$ cat src/rtl/uart_tx_pkg.sv
// uart_tx_pkg: shared TX frame state encoding and frame constants
package uart_tx_pkg;
  typedef enum logic [2:0] {
    s_IDLE         = 3'd0,
    s_TX_START_BIT = 3'd1,
    s_TX_DATA_BITS = 3'd2,
    s_TX_STOP_BIT  = 3'd3,
    s_CLEANUP      = 3'd4
  } state_t;
  localparam int DATA_BITS = 8;
endpackage

$ cat src/rtl/uart_tx_baud_counter.sv
// uart_tx_baud_counter: per-bit cycle counter that wraps at CLKS_PER_BIT-1
//  i_Clock, i_Reset : clock, synchronous active-high reset
//  i_Clear          : force count to 0 on the next edge (state change)
//  i_Run            : advance the count this cycle
//  o_Count          : current count, 0..CLKS_PER_BIT-1
//  o_Tick           : high while o_Count is on the last cycle of a bit
module uart_tx_baud_counter #(
  parameter int CLKS_PER_BIT = 5208
) (
  input  logic        i_Clock,
  input  logic        i_Reset,
  input  logic        i_Clear,
  input  logic        i_Run,
  output logic [15:0] o_Count,
  output logic        o_Tick
);
  localparam logic [15:0] LAST = 16'(CLKS_PER_BIT - 1);
  assign o_Tick = o_Count == LAST;
  always_ff @(posedge i_Clock)
    o_Count <= (i_Reset || i_Clear || o_Tick) ? '0 : i_Run ? o_Count + 16'd1 : o_Count;
endmodule

$ cat src/rtl/uart_tx_frame_sequencer.sv
// uart_tx_frame_sequencer: sequences 8N1/8N2 UART frames from a one-byte holding register
//  i_Clock, i_Reset : clock, synchronous active-high reset
//  i_Tx_DV, i_Tx_Byte : host byte valid and data, taken when o_Tx_Ready is high
//  o_Tx_Ready       : holding register empty
//  o_Tx_Serial      : registered serial line, idle high
//  o_Tx_Active      : high in START, DATA and STOP states
//  o_Tx_Done        : one-cycle pulse in CLEANUP
//  o_State, o_Clock_Count, o_Bit_Index : live FSM state, baud count and data-bit index
module uart_tx_frame_sequencer
  import uart_tx_pkg::*;
#(
  parameter int CLKS_PER_BIT = 5208,
  parameter int STOP_BITS    = 1
) (
  input  logic        i_Clock,
  input  logic        i_Reset,
  input  logic        i_Tx_DV,
  input  logic [7:0]  i_Tx_Byte,
  output logic        o_Tx_Ready,
  output logic        o_Tx_Serial,
  output logic        o_Tx_Active,
  output logic        o_Tx_Done,
  output logic [2:0]  o_State,
  output logic [15:0] o_Clock_Count,
  output logic [2:0]  o_Bit_Index
);
  state_t     state, state_n;
  logic [7:0] hold, shift, shift_n;
  logic [2:0] idx, idx_n;
  logic       stop_cnt, stop_n;
  logic       full, push, pop;
  logic       serial_n, tick, run;
  assign push = i_Tx_DV && !full;
  assign run  = state == s_TX_START_BIT || state == s_TX_DATA_BITS || state == s_TX_STOP_BIT;
  uart_tx_baud_counter #(.CLKS_PER_BIT(CLKS_PER_BIT)) u_baud (
    .i_Clock(i_Clock),
    .i_Reset(i_Reset),
    .i_Clear(state_n != state),
    .i_Run  (run),
    .o_Count(o_Clock_Count),
    .o_Tick (tick)
  );
  always_comb begin
    state_n = state;
    shift_n = shift;
    idx_n   = idx;
    stop_n  = stop_cnt;
    pop     = 1'b0;
    case (state)
      s_IDLE: if (full) begin
        state_n = s_TX_START_BIT;
        shift_n = hold;
        pop     = 1'b1;
      end
      s_TX_START_BIT: if (tick) begin
        state_n = s_TX_DATA_BITS;
        idx_n   = '0;
      end
      s_TX_DATA_BITS: if (tick) begin
        idx_n   = idx + 3'd1;
        state_n = idx == 3'(DATA_BITS - 1) ? s_TX_STOP_BIT : s_TX_DATA_BITS;
      end
      s_TX_STOP_BIT: if (tick) begin
        stop_n  = stop_cnt == 1'(STOP_BITS - 1) ? 1'b0 : stop_cnt + 1'b1;
        state_n = stop_cnt == 1'(STOP_BITS - 1) ? s_CLEANUP : s_TX_STOP_BIT;
      end
      s_CLEANUP: state_n = s_IDLE;
      default:   state_n = s_IDLE;
    endcase
    // serial is registered from next-state values so the line lines up with the state register
    serial_n = state_n == s_TX_START_BIT ? 1'b0 :
               state_n == s_TX_DATA_BITS ? shift_n[idx_n] : 1'b1;
  end
  always_ff @(posedge i_Clock) begin
    if (i_Reset) begin
      state       <= s_IDLE;
      shift       <= '0;
      hold        <= '0;
      full        <= 1'b0;
      idx         <= '0;
      stop_cnt    <= 1'b0;
      o_Tx_Serial <= 1'b1;
    end else begin
      state       <= state_n;
      shift       <= shift_n;
      idx         <= idx_n;
      stop_cnt    <= stop_n;
      o_Tx_Serial <= serial_n;
      full        <= push || (full && !pop);
      if (push) hold <= i_Tx_Byte;
    end
  end
  assign o_Tx_Ready  = !full;
  assign o_Tx_Active = run;
  assign o_Tx_Done   = state == s_CLEANUP;
  assign o_State     = state;
  assign o_Bit_Index = idx;
endmodule

$ cat config.mk
export PLATFORM = sky130hd
export DESIGN_NAME = uart_tx_frame_sequencer
export DESIGN_NICKNAME = d
export VERILOG_FILES = /design/src/rtl/uart_tx_pkg.sv /design/src/rtl/uart_tx_baud_counter.sv /design/src/rtl/uart_tx_frame_sequencer.sv
export SDC_FILE = /design/constraint.sdc
export NUM_CORES = 1
export LEC_CHECK = 0
export ABC_AREA = 0
export CORE_MARGIN = 3
export CORE_UTILIZATION = 40
export CTS_CLUSTER_DIAMETER = 50
export CTS_CLUSTER_SIZE = 10
export DETAILED_ROUTE_END_ITERATION = 8
export PLACE_DENSITY = 0.68
export SYNTH_ARGS = -nofsm -noshare
export SYNTH_HDL_FRONTEND = slang
export SYNTH_SLANG_ARGS = --single-unit
$ cat constraint.sdc
create_clock -name i_Clock -period 4.2 [get_ports i_Clock]
set_input_delay 0.63 -clock i_Clock [delete_from_list [all_inputs] [get_ports i_Clock]]
set_output_delay 0.63 -clock i_Clock [all_outputs]
set_load 0.005 [all_outputs]
# After elaboration in Yosys (flattened, before gate mapping)
# Index checks and enable logic that the tools add are counted.
# Widths: inputs -> output; s select.
[totals] ff_bits=41 inputBits=11 word_cells=51
[op_classes] addsub=3 n_lt_le_gt_ge=1 eq_ne=9 n_mux=19 reduce_logical=11
[ops] op="$mux 3" n=7
[ops] op="$add 16x1->16 const B" n=1
[ops] op="$eq 16x13->1 const B" n=1
[ops] op="$mux 8" n=2
[ops] op="$pmux 3 s4" n=1
[ops] op="$eq 3x2->1 const B" n=3
[ops] op="$mux 1" n=7
[ops] op="$eq 3x1->1 const B" n=2
[ops] op="$eq 3x3->1 const B" n=2
[ops] op="$pmux 3 s2" n=1
[ops] op="$logic_or 1x1->1" n=5
[ops] op="$lt 3x4->1 const B" n=1
[ops] op="$add 3x1->3 const B" n=1
[ops] op="$bmux 1 s3" n=1
[ops] op="$logic_not 3->1" n=1
[ops] op="$ne 3x3->1" n=1
[ops] op="$logic_and 1x1->1" n=2
[ops] op="$logic_not 1->1" n=2
[ops] op="$reduce_and 2->1" n=1
[ops] op="$add 1x1->1 const B" n=1

# Depth between registers and ports, before layout
[depth] word_depth=7 depth_mapped=13 depth_no_buf=12

# Hierarchy
# From an unflattened synthesis, not the netlist that was laid out.
[unflattened] cells_unflattened=209 area_unflattened_um2=1885.6
[by_module_without_submodules] module="uart_tx_frame_sequencer" n_inst=1 cells_each=122 area_each_um2=1131.1 seq_area_each_um2=480.5
[by_module_without_submodules] module="uart_tx_baud_counter" n_inst=1 cells_each=87 area_each_um2=754.5 seq_area_each_um2=320.3

# Least setup slack after synthesis
# No wires, ideal clock.
[synth_path] path_type="register to register" from="register u_baud.o_Count[0]" to="register o_Tx_Serial" t_arrival_ns=2.713 t_required_ns=4.126 setup_slack_ns=1.413 stages_incl_launch_ff=14 path_buffers=1 synth_period_minus_slack_ns=2.787 path_cell_list="dfxtp_1 > ha_1 > nor4bb_1 > and4_1 > buf_2 > inv_1 > ha_1 > nand3b_1 > o21ai_1 > a221oi_4 > a21boi_1 > nor2_1 > o31a_1 > a31oi_1"
[synth_between] elab_chain_len=7 elab_cells_between_ends=14 cone_classes="3 x eq/ne; 11 x mux"
[synth_rtl] item="start, declared" line="uart_tx_baud_counter.sv:14" source="output logic [15:0] o_Count,"
[synth_rtl] item="start signal, assigned" line="uart_tx_baud_counter.sv:20" source="o_Count <= (i_Reset || i_Clear || o_Tick) ? '0 : i_Run ? o_Count + 16'd1 : o_Count;"
[synth_rtl] item="$eq 16x13->1 (*)" line="uart_tx_baud_counter.sv:18" source="assign o_Tick = o_Count == LAST;"
[synth_rtl] item="$mux 3, on equally long branches" line="uart_tx_frame_sequencer.sv:59, uart_tx_frame_sequencer.sv:55"
[synth_rtl] item="$pmux 3 s2" line="uart_tx_frame_sequencer.sv:49" source="case (state)"
[synth_rtl] item="$bmux 1 s3" line="uart_tx_frame_sequencer.sv:72" source="state_n == s_TX_DATA_BITS ? shift_n[idx_n] : 1'b1;"
[synth_rtl] item="$mux 1 (implied by the code)" line="uart_tx_frame_sequencer.sv:72"
[synth_rtl] item="$mux 1" line="uart_tx_frame_sequencer.sv:72"
[synth_rtl] item="$mux 1 (*)" line="uart_tx_frame_sequencer.sv:71" source="serial_n = state_n == s_TX_START_BIT ? 1'b0 :"
[synth_rtl] item="end signal, assigned" line="uart_tx_frame_sequencer.sv:88" source="o_Tx_Serial <= serial_n;"
[synth_rtl] item="end, declared" line="uart_tx_frame_sequencer.sv:20" source="output logic o_Tx_Serial,"
# Mark *: on every way between the ends. The rest lies on a longest branch, timed or not. The select of a mux whose other input is x is not followed.
# A chain may end at the register's enable or synchronous reset.

# Worst setup path in the final report
# Same ends and word-level chain as after synthesis.

==> metrics.md <==
| Metric | Value |
|---|---|
| Initial Util | 42.4% |
| Synth Area in Adders | 2.64% |
| Post-Syn Instances | 221 |
| Initial drt markers | 106 |
| Crit path DAT | 3.37 ns |
| Ys Warns | 0 |
| Setup CP Type | flop to flop |
| Routed length on met1 | 2090 um |
| Worst-Skew Late Latency | 0.29 ns |
| Hold Path Origin | shift[5] |
| Ys async rst share | 0% |
| Layout Utilization | 53.0% |
| Fmax | 319 MHz |
| DPL Wire Length | 2890 um |
| Mean Syn Cell Area | 8.59 um^2 |
| First-pass GRT wire length | 6690 um |
| Area growth from synthesis to layout | 25.0% |
| Fin Clk Skew | 0.00333 ns |
| Met2 Wirelength | 1760 um |
| Post-route cell area | 0.00237 mm^2 |
| Compound-Gate Fraction of Synth Area | 12.7% |
| Hold Worst Slack | 0.460 ns |
| Commonest cells in the synthesized netlist | 40 x dfxtp_1, 32 x nand2_1, 29 x nor2_1 |
| Critical-path maximum fanout | 9 |
| Slew Viols, Final | 0 |
| Top cell type's share of synthesized area | 42.2% |
| R2R Path Start | u_baud.o_Count[0] |
| H-tree Lvls | 2 |
| Mapped Nets | 236 |
| Share of the yosys chip area belonging to registers | 42.2% |
| Normalized max-slew margin | 27.7% |
| Post CTS Setup Buffer Count | 0 |
| RSZ-0062 raised after global routing | no |
| Most frequent cell after synthesis | dfxtp_1 |
| Post-Synth XOR/XNOR Area | 5.53% |
| Post_cts resized | 0 |
| CP Launch Point | u_baud.o_Count[0] |
| Post-synth EDFFs | 0 |
| Core Area | 0.00447 mm^2 |
| Simple logic cell fraction of the synthesized area | 26.4% |
| Root buf cell | clkbuf_8 |
| Unique cell type count in the Yosys netlist | 44 |
| Die height | 74.9 um |
| Main combinational cell family by area after synthesis | simple AND/OR/NAND/NOR gates |
| Largest area contributor in the netlist | dfxtp_1 |
| Final nets | 269 |
| CTS max path bufs | 2 |
| Final Hold Fails | 0 |
| Syn Std Cell Area | 0.00190 mm^2 |
| DRT Pass-1 Iters | 4 |
| Io pins | 37 |
| Total die area | 0.00561 mm^2 |
| DRC Markers | 0 |
| Gpl congestion | 0.805 |
| IO Port Bufs | 36 |
| Initial antenna violation count | 0 |
| CP Capture Type | flop |
| Sink Count | 40 |
| Min Tclk post-route | 3.14 ns |
| Hold buffers post-CTS | 0 |
| Ant diodes | 0 |
| Ranking of synthesized cells by area | dfxtp_1 42%, mux2i_1 6.9%, nand2_1 6.3% |
| WL final | 4050 um |
| Hold Path Class | flop to flop |
| Routed wl met3 | 138 um |
| Pwr per Cell Area | 321 mW/mm^2 |
| Total Power | 0.000761 W |
| Largest net degree at the start of global routing | 23 |
| P_leak | 0.842 nW |
| Slew @ Worst Pin | 1.08 ns |
| WL per Instance | 13.2 um |
| Top sig layer | met4 |
| Die width | 74.9 um |
| Number of global-route vias before repair | 1472 |
| Synthesis-stage register bit count | 40 |
| Setup TNS | 0 ns |
| Final Setup Violations | 0 |
| Vias | 1589 |
| CP Data Required Time | 4.43 ns |
| Max cap viols | 0 |
| # rows | 24 |
| Critical Path Start Type | flop |
| Reg clk slew, reported paths | 0.08 ns |
| CTS tree | yes |
| Post-DP Area | 0.00228 mm^2 |
| Via/cell ratio | 5.18 |
| VDD IR max | 0.184 mV |
| GRT overflow | 0 |
| CTS buffer count | 5 |
| Status | finished, final reports clean |
| Final Cycle Share | 74.7% |
| GRT Util Overall | 15.4% |
| ANT nets after route | 0 |
| Post-synthesis mux area share | 6.85% |
| Synth Flop Type | dfxtp_1 |
| Share of layout cells above drive strength 1 | 6.27% |
## power by group
part | internal [W] | switching (W)
Sequential | 0.000391 | 0.0000110
Combinational | 0.0000427 | 0.0000456
Clock | 0.000133 | 0.000138
## layout by cell type (no fill, tap or decap), types with 6 or more instances in the layout
cell type	netlist	final
mux2i_1	13	13
clkdlybuf4s50_1	0	36
dfxtp_1	40	40
nand2_1	32	32
inv_1	6	6
xor2_1	8	8
clkbuf_8	0	6
a21oi_1	17	17
o21ai_0	6	6
nor2_1	29	29
## layer usage
layer / vias to the layer above / GRT usage (%)
met3: 5 / 4.01
met1: 732 / 21.7
met5: - / 0
li1: 825 / -
met2: 27 / 22.6
met4: 0 / 5.34
## metrics by stage
step,setup WS [ns],instances
final,1.06,307
after detailed placement,1.05,299
after floorplan,1.41,221
after global routing,0.632,307
after CTS,1.02,307
after global placement,1.21,299
## worst max-delay path: stages, from the launching register on
cell and delay (ns):
dfxtp_1 0.42, ha_1 0.24, nor4bb_1 0.31, and4_1 0.36
inv_1 0.09, ha_1 0.27, nand3b_1 0.08, o21ai_1 0.10
a221oi_4 0.51, a21boi_1 0.24, nor2_1 0.06, o31a_1 0.24
a31oi_1 0.15
## final cells by class
type	count	area [um^2]
Multi-Input combinational cell	165	1030
Inverter	6	22.5
Fill cell	431	2100
Timing Repair Buffer	36	360
Tap cell	52	65.1
Sequential cell	40	801
Clock inverter	2	15.0
Clock buffer	6	82.6
## path summary, 6_finish.rpt
check / to / slack [ns] / cells after the start
worst max-delay path: o_Tx_Serial / 1.06 / 12
worst min-delay path: shift[5] / 0.46 / 2
worst max register to register: o_Tx_Serial / 1.06 / 12
worst min register to register: shift[5] / 0.46 / 2
## state kept, by name, indices dropped and copies added (netlist names)
name,count
u_baud.o_Count,16
o_Tx_Serial,1
full,1
hold,8
o_Bit_Index,3
shift,8
o_State,3
## logic make-up after synthesis
family / after synthesis
AO/OA/AOI/OAI: 37
XOR/XNOR: 12
adder cells (fa/ha/maj): 4
buffers and inverters: 16
flip-flops: 40
multiplexers: 13
AND/OR/NAND/NOR: 99
(Power assumes the default switching activity.)
